[config.mk]
export PLATFORM = sky130hd
export DESIGN_NAME = ipsxe_floating_point_hi_carry_resolve_v1_0
export DESIGN_NICKNAME = d
export VERILOG_FILES = /design/src/rtl/ipsxe_floating_point_hi_carry_resolve_v1_0.sv
export SDC_FILE = /design/constraint.sdc
export NUM_CORES = 1
export LEC_CHECK = 0
export CAP_MARGIN = 15
export CORE_MARGIN = 2
export CORE_UTILIZATION = 43
export CTS_CLUSTER_SIZE = 30
export DETAILED_ROUTE_END_ITERATION = 10
export PLACE_DENSITY = 0.78
export SLEW_MARGIN = 20
export SYNTH_ARGS = -nofsm -noshare
export SYNTH_HDL_FRONTEND = slang
export SYNTH_SLANG_ARGS = --single-unit
[constraint.sdc]
create_clock -name i_clk -period 3.07 [get_ports i_clk]
set_input_delay 0.921 -clock i_clk [delete_from_list [all_inputs] [get_ports i_clk]]
set_output_delay 0.921 -clock i_clk [all_outputs]
set_load 0.05 [all_outputs]
[src/rtl/ipsxe_floating_point_hi_carry_resolve_v1_0.sv]
// Carry-resolve stage: adds a signed carry word to an unsigned high segment
// per channel, with wrap or clamp, overflow/underflow flags and a CE pipeline.
module ipsxe_floating_point_hi_carry_resolve_v1_0 #(
   parameter int HI_WIDTH  = 8,
   parameter int CIN_WIDTH = 5,
   parameter int CH_NUM    = 1,
   parameter int LATENCY   = 1,
   parameter int SAT_MODE  = 0
) (
   input  logic                         i_clk,
   input  logic                         i_rst,
   input  logic                         i_ce,
   input  logic                         i_valid,
   input  logic [CH_NUM*HI_WIDTH-1:0]   i_hi,
   input  logic [CH_NUM*CIN_WIDTH-1:0]  i_cin,
   output logic                         o_valid,
   output logic [CH_NUM*HI_WIDTH-1:0]   o_sum,
   output logic [CH_NUM-1:0]            o_ovf,
   output logic [CH_NUM-1:0]            o_unf
);

   localparam int XW  = HI_WIDTH + 2;
   localparam int SW  = CH_NUM * HI_WIDTH;
   localparam int STG = (LATENCY < 1) ? 1 : LATENCY;

   logic [SW-1:0]          sum_c;
   logic [CH_NUM-1:0]      ovf_c;
   logic [CH_NUM-1:0]      unf_c;
   logic signed [XW-1:0]   hi_x;
   logic signed [XW-1:0]   cin_x;
   logic signed [XW-1:0]   ex_x;

   // Two guard bits keep hi + most-negative cin from wrapping internally.
   always_comb begin
      sum_c = '0;
      ovf_c = '0;
      unf_c = '0;
      hi_x  = '0;
      cin_x = '0;
      ex_x  = '0;
      for (int k = 0; k < CH_NUM; k++) begin
         hi_x  = {2'b00, i_hi[k*HI_WIDTH +: HI_WIDTH]};
         cin_x = {{(XW-CIN_WIDTH){i_cin[k*CIN_WIDTH+CIN_WIDTH-1]}},
                  i_cin[k*CIN_WIDTH +: CIN_WIDTH]};
         ex_x  = hi_x + cin_x;
         unf_c[k] = ex_x[XW-1];
         ovf_c[k] = ~ex_x[XW-1] & ex_x[HI_WIDTH];
         if (SAT_MODE != 0 && ovf_c[k]) begin
            sum_c[k*HI_WIDTH +: HI_WIDTH] = '1;
         end else if (SAT_MODE != 0 && unf_c[k]) begin
            sum_c[k*HI_WIDTH +: HI_WIDTH] = '0;
         end else begin
            sum_c[k*HI_WIDTH +: HI_WIDTH] = ex_x[HI_WIDTH-1:0];
         end
      end
   end

   generate
      if (LATENCY == 0) begin : g_comb
         logic unused_ctl;
         assign unused_ctl = ^{i_clk, i_rst, i_ce};
         assign o_valid = i_valid;
         assign o_sum   = sum_c;
         assign o_ovf   = ovf_c;
         assign o_unf   = unf_c;
      end else begin : g_pipe
         logic [STG-1:0]             vld_q, vld_d;
         logic [STG-1:0][SW-1:0]     sum_q, sum_d;
         logic [STG-1:0][CH_NUM-1:0] ovf_q, ovf_d;
         logic [STG-1:0][CH_NUM-1:0] unf_q, unf_d;

         always_comb begin
            vld_d = vld_q;
            sum_d = sum_q;
            ovf_d = ovf_q;
            unf_d = unf_q;
            if (i_ce) begin
               vld_d[0] = i_valid;
               sum_d[0] = sum_c;
               ovf_d[0] = ovf_c;
               unf_d[0] = unf_c;
               for (int s = 1; s < STG; s++) begin
                  vld_d[s] = vld_q[s-1];
                  sum_d[s] = sum_q[s-1];
                  ovf_d[s] = ovf_q[s-1];
                  unf_d[s] = unf_q[s-1];
               end
            end
         end

         always_ff @(posedge i_clk) begin
            if (i_rst) begin
               vld_q <= '0;
               sum_q <= '0;
               ovf_q <= '0;
               unf_q <= '0;
            end else begin
               vld_q <= vld_d;
               sum_q <= sum_d;
               ovf_q <= ovf_d;
               unf_q <= unf_d;
            end
         end

         assign o_valid = vld_q[STG-1];
         assign o_sum   = sum_q[STG-1];
         assign o_ovf   = ovf_q[STG-1];
         assign o_unf   = unf_q[STG-1];
      end
   endgenerate

endmodule
==> metrics.md <==
| Metric | Value |
|---|---|
| Outcome | completed |
| Count of H-tree levels built during CTS | 1 |
| Type of the worst min-delay path | flip-flop to flip-flop |
| IR drop worst, VDD | 304 uV |
| Drt pass-1 iters | 4 |
| Number of antenna violations at the first check in global routing | 0 |
| Number of setup violations in the final report | 0 |
| Share of the clock period used by the worst path | 0.915 |
| Initial core utilization | 0.446 |
| N_diodes | 0 |
| Syn_area_per_cell | 9.56 sq um |
| Element type at the critical path end | flip-flop |
| CP max stage cell | sky130_fd_sc_hd__clkdlybuf4s50_1 |
| Lkg Pwr | 0.488 nW |
| TritonCTS clock tree | built |
| Remaining global-route overflow | 0 |
| Placeable core region | 1670 sq um |
| #FFs+latches synth | 11 |
| Hold Slack | 0.483 ns |
| First DRT Iteration DRCs | 7 |
| Total wire length after detailed routing | 1600 microns |
| Post-Route Utilization | 0.666 |
| Total standard cell area after synthesis | 746 sq um |
| Global-route layer with the greatest usage | met2 |
| Register area share after synthesis | 0.295 |
| Count of endpoints failing hold in the final timing report | 0 |
| Least-Margin Pin Slew | 0.500 ns |
| Family with the most delay on the worst path | compound AO/OA/AOI/OAI gates |
| Number of warnings reported in the yosys synthesis log | 0 |
| Number of buffers added by the clock tree synthesis step | 3 |
| Cell accounting for the most synthesized area | sky130_fd_sc_hd__dfxtp_1 |
| Data required time at the worst endpoint | 3.24 ns |
| Fraction of final layout cells sized beyond drive strength 1 | 0.123 |
| Final period demand of the worst path | 2.81 ns |
| Final HPWL from detailed placement | 1340 microns |
| Synthesized Nets | 105 |
| Max Clk Rate | 0.356 GHz |
| Tot GR Track Use | 0.178 |
| Global placement routability congestion | 0.836 |
| Cell at the root of the clock tree | sky130_fd_sc_hd__clkbuf_4 |
| Largest net degree at the start of global routing | 15 |
| Vias per inst | 5.29 |
| Filler instances | 157 |
| Global-route met1 utilization | 0.228 |
| Skew final | 0 ns |
| Top post-synthesis cells by count | sky130_fd_sc_hd__dfxtp_1, sky130_fd_sc_hd__ha_1, sky130_fd_sc_hd__nor2_1 |
| Crit path cell chain | clkdlybuf4s50_1 > ha_1 > a21o_1 > a221oi_4 > o221ai_2 > or3_1 > a311oi_1 |
| Category of the worst setup path launch point | primary input |
| Clock transition time at the flip-flop clock pins of the worst setup and hold paths | 0.07 ns |
| Delay of the slowest cell on the worst path | 0.40 ns |
| Cell row count | 15 |
| DRC | 0 |
| Final critical-path setup slack | 0.260 ns |
| Floorplan die height | 45.6 microns |
| Area share of the largest cell type after synthesis | 0.295 |
| Remaining max-slew budget at the tightest pin | 0.666 |
| Global Route met2 Usage | 0.287 |
| Die footprint | 2080 sq um |
| Unrepaired setup endpoints after global routing | false |
| Instance count after placement with tap cells included | 127 |
| Vias in the first global route | 667 |
| Post-CTS sizing | 0 |
| NumNets Final | 142 |
| Global routing met3 resource utilization | 0.0516 |
| Remaining antenna violation count | 0 |
| Total number of clock tree sinks | 11 |
| Number of port buffers | 27 |
| Setup Crit Path Kind | primary input to flip-flop |
| Post-Syn Instances | 78 |
| Post-placement setup slack | -0.0195 ns |
| Die W | 45.6 microns |
| Maximum buffer depth of the clock tree | 2 |
| Relative area change from synthesis to final layout | 49.2% |
| Largest fanout on the critical path | 4 |
| Non-filler cells, final | 131 |
| Hold_buf cts | 0 |
| Most used flip-flop cell after synthesis | sky130_fd_sc_hd__dfxtp_1 |
| Dominant cell by count in the synthesized netlist | sky130_fd_sc_hd__dfxtp_1 |
| Most area-consuming cells after synthesis | sky130_fd_sc_hd__dfxtp_1, sky130_fd_sc_hd__ha_1, sky130_fd_sc_hd__mux2i_1 |
| Ports placed on the boundary | 28 |
| # Max-Cap Violations | 0 |
| Count of flip-flops with a built-in enable after synthesis | 0 |
| Routed WL per cell | 12.2 microns |
| Asr flop ratio synth | 0 |
| Worst Path Arrival | 2.98 ns |
| Power per cell area | 416 nW/um^2 |
| Bufs and invs on worst path | 1 |
| Post CTS Setup Buffer Count | 0 |
| Wire length of the first global-routing pass | 2730 microns |
| Unique cell type count in the Yosys netlist | 31 |
| Via count | 693 |
| Skew-Pair Late Insertion Delay | 0.26 ns |
| Count of final max-slew check failures | 0 |
worst register-to-register path, stage by stage (launching register included):
cell	delay, ns
sky130_fd_sc_hd__dfxtp_1	0.31
sky130_fd_sc_hd__nor3b_1	0.13
sky130_fd_sc_hd__or3_1	0.32
cells in the final DEF (no fill, tap or decap), drive strengths merged, types with 2 or more instances in the layout:
master | netlist | layout
buf | 1 | 8
nand3 | 2 | 2
a211oi | 2 | 2
mux2i | 6 | 6
ha | 9 | 9
clkbuf | 2 | 4
dfxtp | 11 | 11
nor2 | 9 | 9
nand2b | 2 | 2
xor2 | 2 | 2
inv | 4 | 4
a21o | 3 | 3
xnor2 | 4 | 4
or3 | 2 | 2
clkdlybuf4s50 | 0 | 27
a21oi | 2 | 2
nand2 | 2 | 2
flip-flops by register name, indices dropped and copies added (netlist names):
name     flops
o_ovf        1
o_sum        8
o_unf        1
o_valid      1
final timing paths:
| check | from | to | slack (ns) | cells past startpoint |
|---|---|---|---|---|
| worst max register to register | o_unf$_SDFFE_PP0P_ | o_unf$_SDFFE_PP0P_ | 2.20 | 2 |
| worst min register to register | o_sum[6]$_SDFFE_PP0P_ | o_sum[6]$_SDFFE_PP0P_ | 0.48 | 2 |
| worst min-delay path | o_sum[6]$_SDFFE_PP0P_ | o_sum[6]$_SDFFE_PP0P_ | 0.48 | 2 |
| worst max-delay path | i_hi[3] | o_ovf$_SDFFE_PP0P_ | 0.26 | 7 |
cell families after synthesis:
group | share of synthesized area
compound gates | 0.191
xor+xnor | 0.0705
fa+ha+maj | 0.178
buf+inv | 0.0352
flops | 0.295
mux | 0.0805
simple gates | 0.149
power by group:
part           switching (mW)  internal [mW]
sequential            0.00670          0.157
combinational           0.111         0.0944
clock                  0.0444         0.0502
per-layer routing:
metal	vias up	wire (microns)
met1	308	702
met2	25	795
met5	-	0
li1	358	-
met3	2	85
met4	0	14
per-stage QoR:
step           area, sq um  power [mW]  TNS, ns
5_1_grt               1110       0.491        0
3_5_place_dp          1090       0.373  -0.0195
6_report              1110       0.463        0
3_3_place_gp          1090       0.369        0
4_1_cts               1110       0.467        0
2_1_floorplan          746       0.295        0
cell type report:
cell class | instances | area (sq um) | area share
timing repair buffer | 35 | 330 | 0.297
clock buffer | 4 | 26.3 | 0.0236
tap | 17 | 21.3 | 0.0191
inverter | 4 | 15.0 | 0.0135
multi-input combinational | 60 | 499 | 0.449
sequential | 11 | 220 | 0.198
No activity file was read; power rests on OpenSTA's default activity.
